===== src/rtl/ahbl_cache_bridge_pkg.sv =====
// Shared encodings for the AHB-Lite to cache bridge: FSM states, HTRANS/HSIZE
// codes and the latched address-phase record.
package ahbl_cache_bridge_pkg;

    localparam logic [2:0] ST_IDLE     = 3'd0;
    localparam logic [2:0] ST_RD_ISSUE = 3'd1;
    localparam logic [2:0] ST_RD_WAIT  = 3'd2;
    localparam logic [2:0] ST_WR_STALL = 3'd3;
    localparam logic [2:0] ST_ERR1     = 3'd4;
    localparam logic [2:0] ST_ERR2     = 3'd5;

    localparam logic [1:0] HTRANS_IDLE   = 2'b00;
    localparam logic [1:0] HTRANS_BUSY   = 2'b01;
    localparam logic [1:0] HTRANS_NONSEQ = 2'b10;
    localparam logic [1:0] HTRANS_SEQ    = 2'b11;

    localparam logic [2:0] HSIZE_BYTE = 3'd0;
    localparam logic [2:0] HSIZE_HALF = 3'd1;
    localparam logic [2:0] HSIZE_WORD = 3'd2;

    // Address-phase info kept for the data phase: cache word address and lanes.
    typedef struct packed {
        logic [31:0] addr;
        logic [3:0]  mask;
    } aph_t;

endpackage


===== src/rtl/ahbl_cache_bridge_if.sv =====
// AHB-Lite subordinate port plus the cache request port of the bridge.
interface ahbl_cache_bridge_if;
    logic        hsel;
    logic        hready;
    logic [1:0]  htrans;
    logic        hwrite;
    logic [2:0]  hsize;
    logic [31:0] haddr;
    logic [31:0] hwdata;
    logic        hready_resp;
    logic        hresp;
    logic [31:0] hrdata;

    logic        mem_rd_en;
    logic        mem_wr_en;
    logic [31:0] mem_addr;
    logic [31:0] mem_wdata;
    logic [3:0]  mem_mask;
    logic [31:0] mem_rdata;
    logic        mem_busy;

    // Bridge view.
    modport slave (
        input  hsel, hready, htrans, hwrite, hsize, haddr, hwdata, mem_rdata, mem_busy,
        output hready_resp, hresp, hrdata, mem_rd_en, mem_wr_en, mem_addr, mem_wdata, mem_mask
    );

    // Bus master / cache environment view.
    modport master (
        output hsel, hready, htrans, hwrite, hsize, haddr, hwdata, mem_rdata, mem_busy,
        input  hready_resp, hresp, hrdata, mem_rd_en, mem_wr_en, mem_addr, mem_wdata, mem_mask
    );
endinterface


===== src/rtl/ahbl_cache_bridge.sv =====
// AHB-Lite subordinate fronting a cache: one-entry posted write buffer,
// stalled reads that never overtake a buffered write, two-cycle ERROR.
module ahbl_cache_bridge
    import ahbl_cache_bridge_pkg::*;
#(
    parameter int ADDR_WIDTH = 23
) (
    input  logic             clk,
    input  logic             rst_x,
    ahbl_cache_bridge_if.slave bus
);

    // Word-aligned address bits that reach the cache.
    localparam logic [31:0] ADDR_KEEP = 32'((33'h1 << ADDR_WIDTH) - 33'h1) & 32'hFFFF_FFFC;

    function automatic logic [3:0] lane_mask(input logic [2:0] size, input logic [1:0] a);
        case (size)
            HSIZE_BYTE: lane_mask = 4'b0001 << a;
            HSIZE_HALF: lane_mask = a[1] ? 4'b1100 : 4'b0011;
            default:    lane_mask = 4'b1111;
        endcase
    endfunction

    function automatic logic size_err(input logic [2:0] size, input logic [1:0] a);
        size_err = (size > HSIZE_WORD) ||
                   (size == HSIZE_WORD && a != 2'b00) ||
                   (size == HSIZE_HALF && a[0]);
    endfunction

    logic [2:0]  state, state_nxt;
    aph_t        aph;
    logic        buf_valid;
    logic [31:0] buf_addr, buf_data;
    logic [3:0]  buf_mask;
    logic        guard;
    logic        accept, done, rd_issue, wr_issue, capture;

    assign accept = bus.hsel && bus.hready &&
                    (bus.htrans == HTRANS_NONSEQ || bus.htrans == HTRANS_SEQ);

    // guard blocks back-to-back requests; it also starts set out of reset.
    assign wr_issue = buf_valid && !bus.mem_busy && !guard;
    assign rd_issue = (state == ST_RD_ISSUE) && !buf_valid && !bus.mem_busy && !guard;
    assign capture  = (state == ST_WR_STALL) && !buf_valid;

    always_comb begin
        done = 1'b1;
        case (state)
            ST_RD_ISSUE: done = 1'b0;
            ST_RD_WAIT:  done = !bus.mem_busy;
            ST_WR_STALL: done = !buf_valid;
            ST_ERR1:     done = 1'b0;
            default:     done = 1'b1;
        endcase
    end

    // A completing data phase may overlap the next address phase.
    always_comb begin
        state_nxt = state;
        if (done) begin
            if (!accept)
                state_nxt = ST_IDLE;
            else if (size_err(bus.hsize, bus.haddr[1:0]))
                state_nxt = ST_ERR1;
            else if (bus.hwrite)
                state_nxt = ST_WR_STALL;
            else
                state_nxt = ST_RD_ISSUE;
        end else if (state == ST_RD_ISSUE && rd_issue) begin
            state_nxt = ST_RD_WAIT;
        end else if (state == ST_ERR1) begin
            state_nxt = ST_ERR2;
        end
    end

    always_ff @(posedge clk or negedge rst_x) begin
        if (!rst_x) begin
            state     <= ST_IDLE;
            aph       <= '0;
            buf_valid <= 1'b0;
            buf_addr  <= '0;
            buf_data  <= '0;
            buf_mask  <= '0;
            guard     <= 1'b1;
        end else begin
            state <= state_nxt;
            guard <= rd_issue || wr_issue;
            if (done && accept)
                aph <= '{addr: bus.haddr & ADDR_KEEP,
                         mask: lane_mask(bus.hsize, bus.haddr[1:0])};
            if (capture) begin
                buf_valid <= 1'b1;
                buf_addr  <= aph.addr;
                buf_data  <= bus.hwdata;
                buf_mask  <= aph.mask;
            end else if (wr_issue) begin
                buf_valid <= 1'b0;
            end
        end
    end

    assign bus.hready_resp = done;
    assign bus.hresp       = (state == ST_ERR1) || (state == ST_ERR2);
    assign bus.hrdata      = (state == ST_RD_WAIT && !bus.mem_busy) ? bus.mem_rdata : '0;

    assign bus.mem_rd_en = rd_issue;
    assign bus.mem_wr_en = wr_issue;
    assign bus.mem_addr  = wr_issue ? buf_addr : (rd_issue ? aph.addr : '0);
    assign bus.mem_wdata = wr_issue ? buf_data : '0;
    assign bus.mem_mask  = wr_issue ? buf_mask : (rd_issue ? aph.mask : '0);

endmodule


===== src/flat_wrapper.sv =====
// flat-port wrapper written by rule: the top's interface ports become plain ports
module ahbl_cache_bridge_flat import ahbl_cache_bridge_pkg::*;
#(
    parameter int ADDR_WIDTH = 23
)
  (clk, rst_x, bus_hsel, bus_hready, bus_htrans, bus_hwrite, bus_hsize, bus_haddr, bus_hwdata, bus_mem_rdata, bus_mem_busy, bus_hready_resp, bus_hresp, bus_hrdata, bus_mem_rd_en, bus_mem_wr_en, bus_mem_addr, bus_mem_wdata, bus_mem_mask);
  ahbl_cache_bridge_if bus_i ();
  input  logic clk;
  input  logic rst_x;
  input wire logic [$bits(bus_i.hsel)-1:0] bus_hsel;
  input wire logic [$bits(bus_i.hready)-1:0] bus_hready;
  input wire logic [$bits(bus_i.htrans)-1:0] bus_htrans;
  input wire logic [$bits(bus_i.hwrite)-1:0] bus_hwrite;
  input wire logic [$bits(bus_i.hsize)-1:0] bus_hsize;
  input wire logic [$bits(bus_i.haddr)-1:0] bus_haddr;
  input wire logic [$bits(bus_i.hwdata)-1:0] bus_hwdata;
  input wire logic [$bits(bus_i.mem_rdata)-1:0] bus_mem_rdata;
  input wire logic [$bits(bus_i.mem_busy)-1:0] bus_mem_busy;
  output wire logic [$bits(bus_i.hready_resp)-1:0] bus_hready_resp;
  output wire logic [$bits(bus_i.hresp)-1:0] bus_hresp;
  output wire logic [$bits(bus_i.hrdata)-1:0] bus_hrdata;
  output wire logic [$bits(bus_i.mem_rd_en)-1:0] bus_mem_rd_en;
  output wire logic [$bits(bus_i.mem_wr_en)-1:0] bus_mem_wr_en;
  output wire logic [$bits(bus_i.mem_addr)-1:0] bus_mem_addr;
  output wire logic [$bits(bus_i.mem_wdata)-1:0] bus_mem_wdata;
  output wire logic [$bits(bus_i.mem_mask)-1:0] bus_mem_mask;
  assign bus_i.hsel = bus_hsel;
  assign bus_i.hready = bus_hready;
  assign bus_i.htrans = bus_htrans;
  assign bus_i.hwrite = bus_hwrite;
  assign bus_i.hsize = bus_hsize;
  assign bus_i.haddr = bus_haddr;
  assign bus_i.hwdata = bus_hwdata;
  assign bus_i.mem_rdata = bus_mem_rdata;
  assign bus_i.mem_busy = bus_mem_busy;
  assign bus_hready_resp = bus_i.hready_resp;
  assign bus_hresp = bus_i.hresp;
  assign bus_hrdata = bus_i.hrdata;
  assign bus_mem_rd_en = bus_i.mem_rd_en;
  assign bus_mem_wr_en = bus_i.mem_wr_en;
  assign bus_mem_addr = bus_i.mem_addr;
  assign bus_mem_wdata = bus_i.mem_wdata;
  assign bus_mem_mask = bus_i.mem_mask;
  ahbl_cache_bridge #(.ADDR_WIDTH(ADDR_WIDTH)) u_core (.clk(clk), .rst_x(rst_x), .bus(bus_i));
endmodule

===== config.mk =====
export PLATFORM = sky130hd
export DESIGN_NAME = ahbl_cache_bridge_flat
export DESIGN_NICKNAME = d
export VERILOG_FILES = /design/src/rtl/ahbl_cache_bridge_pkg.sv /design/src/rtl/ahbl_cache_bridge_if.sv /design/src/rtl/ahbl_cache_bridge.sv /design/src/flat_wrapper.sv
export SDC_FILE = /design/constraint.sdc
export NUM_CORES = 1
export LEC_CHECK = 0
export CAP_MARGIN = 40
export CORE_AREA = 4 4 113 115
export CTS_CLUSTER_SIZE = 14
export DETAILED_ROUTE_END_ITERATION = 8
export DIE_AREA = 0 0 117 119
export PLACE_DENSITY_LB_ADDON = 0.3
export SLEW_MARGIN = 25
export SYNTH_ARGS = -nofsm -noshare
export SYNTH_HDL_FRONTEND = slang
export SYNTH_SLANG_ARGS = --single-unit
export TNS_END_PERCENT = 10

===== constraint.sdc =====
create_clock -name clk -period 1.8 [get_ports clk]
set_clock_uncertainty 0.05 [all_clocks]
set_input_delay 0.27 -clock clk [delete_from_list [all_inputs] [get_ports clk]]
set_output_delay 0.27 -clock clk [all_outputs]
set_load 0.005 [all_outputs]

==> flow_metrics.tcl <==
set metrics [dict create \
    status "finished with violations" \
    violations "setup timing" \
    synth.ff_latch_count 87 \
    final_util_pct 59.0 \
    portBuffers 189 \
    path_common_cell "buf_6" \
    hold_viol 0 \
    path_clk_slew_ns 0.07 \
    diodes 0 \
    drive_above_1_share_pct 40.1 \
    crit_type "flop to primary output" \
    io_pins 211 \
    die-width_um 117 \
    die_area_um2 13900 \
    multi_input_area_um2 1980 \
    synth_cell_types 35 \
    grt_start_max_net_pins 37 \
    use_met1_pct 22.7 \
    cts_buffer_depth 2 \
    fin_ws_ns -0.320 \
    cts_num_sinks 87 \
    use_met2_pct 27.8 \
    worstHoldPathType "primary input to asynchronous set/reset pin" \
    slowest_delay_ns 0.56 \
    rsz0062_at_grt "yes" \
    grt_antenna_before_repair 1 \
    fp.dieH_um 119 \
    synth_cells 330 \
    period_share_pct 118 \
    syn_area_um2 4250 \
    coreArea_um2 11800 \
    nFillCells 975 \
    rows 40 \
    rrSetupSlack_ns -0.09 \
    cp_max_fo 5 \
    max_cap_violations 0 \
    h-tree-depth 3 \
    critPathSlowestCell "dfstp_2" \
    drt_wl_total_mm 11.9 \
    max_freq_mhz 472 \
    vdd_drop_max_mv 0.510 \
    reg2regPathDepth 6 \
    hpwlAfterDp_mm 7.94 \
    wl_per_cell_um 16.9 \
    finalPower_uw 7100 \
    yosysSeqAreaShare_pct 51.3 \
    fin_crit_ns 2.12 \
    layout.cells.most_common "clkdlybuf4s50_1" \
    routabilityCongestion 0.755 \
    p_leak_uw 0.00353 \
    detail-route-antenna-nets 0 \
    numCtsBuffers 9 \
    seqCellArea_um2 2180 \
    start_kind "flop" \
    insertion_delay_ns 0.33 \
    start_util_pct 36.0 \
    arrival_ns 1.80 \
    slew_viol_final 0 \
    areaGrowthSynthToFinish_pct 64.0 \
    track_usage_pct 17.1 \
    yosys_warnings 0 \
    path_cells "nor2_4 > nor4b_4 > buf_6 > buf_6 > buf_8 > a22o_1 > buf_2" \
    drt_first_pass_iters 4 \
    grt_overflow 0 \
    avgViaCountPerCell 4.81 \
    num_vias 3388 \
    synth_area_per_cell_um2 12.9 \
    p_per_area_nw_per_um2 1020 \
    cp.required_ns 1.48 \
    grt_pass1_wl_mm 18.8 \
    final_cell_mix "109 x clkdlybuf4s50_1, 85 x dfrtp_1, 59 x mux2_2" \
    fin_nets 660 \
    setup-violations-final 112 \
    drt-initial-drc-count 155 \
    end_kind "primary output" \
    r2r-start "u_core.state[1]" \
    cts_root_buf "clkbuf_16" \
    grt-busiest-layer "met2" \
    grt_pass1_vias 3631 \
    rr_endpoint "u_core.aph[7]" \
    drcViolationCount 0 \
    grt_util_met3_pct 4.27 \
    cts_tree "yes" \
]
==> through the flow <==
step | instances | area (um2) | hold slack [ns] | setup WS [ns] | TNS (ns)
global route | 705 | 6970 | 0.436 | -0.396 | -25.11
finish | 705 | 6970 | 0.393 | -0.320 | -17.28
CTS | 705 | 6930 | 0.398 | -0.304 | -18.11
detailed placement | 664 | 6420 | 0.214 | -0.621 | -48.93
global placement | 664 | 6420 | 0.212 | -0.622 | -48.64
floorplan | 340 | 4290 | -0.0756 | 0.0194 | 0
==> synth_stat cells (all sizes together) <==
cell | instances | area share [%]
o221a | 1 | 0.47
xnor2 | 1 | 0.21
nor3 | 1 | 0.12
nor2 | 5 | 0.44
nand4 | 2 | 0.29
o22ai | 1 | 0.15
nand4bb | 1 | 0.26
or3 | 1 | 0.15
nor2b | 2 | 0.29
nor4b | 1 | 0.21
dfstp | 1 | 0.62
o21bai | 1 | 0.18
a22o | 25 | 5.2
conb | 1 | 0.088
dfrtp | 86 | 51
a21o | 1 | 0.18
and2 | 33 | 4.9
nand2 | 2 | 0.18
a21oi | 1 | 0.12
or2 | 1 | 0.15
clkbuf | 13 | 1.1
mux2 | 82 | 23
o21ai | 6 | 0.71
and4 | 1 | 0.26
buf | 22 | 4.0
mux2i | 1 | 0.24
inv | 2 | 0.18
nand2b | 2 | 0.29
o2bb2ai | 1 | 0.21
and3 | 32 | 4.7
==> flip-flops by register name, summed over array words and instances (netlist names) <==
name              flops
u_core.state          3
u_core.aph           25
u_core.buf_data      32
u_core.buf_addr      21
u_core.guard          1
u_core.buf_mask       4
u_core.buf_valid      1
==> where the power goes <==
group | switching, uW | internal, uW | leakage (uW) | total (uW)
Clock | 727 | 1220 | 0.000142 | 1940
Sequential | 429 | 2600 | 0.00113 | 3030
Combinational | 700 | 1430 | 0.00225 | 2130
==> layer usage <==
metal	up-vias	part of all wire (%)
met5	-	0.10
met2	121	48
met1	1643	44
met4	2	1.2
li1	1608	-
met3	14	7.2
==> worst max-delay path, delay by kind of cell (launching register included) <==
kind,cells,cell delay [ns]
flops,1,0.56
buf+inv,4,0.50
compound gates,1,0.23
simple gates,2,0.18
==> how the worst max path moves through the flow <==
stage / from / end / depth (start not counted)
2_1_floorplan: u_core.state[2] / u_core.aph[0] / 6
3_3_place_gp: bus_mem_busy / bus_mem_addr[2] / 6
3_5_place_dp: bus_mem_busy / bus_mem_addr[2] / 6
4_1_cts: u_core.guard / bus_mem_addr[7] / 7
5_1_grt: u_core.guard / bus_mem_addr[5] / 7
6_report: u_core.guard / bus_mem_addr[5] / 7
==> cell type report <==
class                   instances  share of cell area, %
clock inverters                 5                   1.18
well taps                     147                   2.64
flip-flops and latches         87                   31.3
repair buffers                237                   33.0
inverters                       2                  0.108
clock buffers                  11                   3.34
multi-input cells             216                   28.4
==> what timing repair did <==
item | in CTS | in global routing
cloned | 7 | 0
pin swaps | 33 | 13
endpoints found under the hold margin | 32 | 0
setup endpoints to repair | 117 | 118
setup buffers | 18 | 0
resized for setup | 291 | 25
hold buffers | 1 | 0
==> cell families (layout without fill, tap and decap cells) <==
group                  Yosys count  after routing  synth area share, %
XOR/XNOR                         1              1                0.206
flip-flops                      87             87                 51.3
multiplexers                    83             83                 23.7
buffers and inverters           37            255                 5.36
AO/OA/AOI/OAI                   37             37                 7.15
other                            1             11               0.0882
AND/OR/NAND/NOR                 84             84                 12.2
Power figures use the tool's default switching activity.
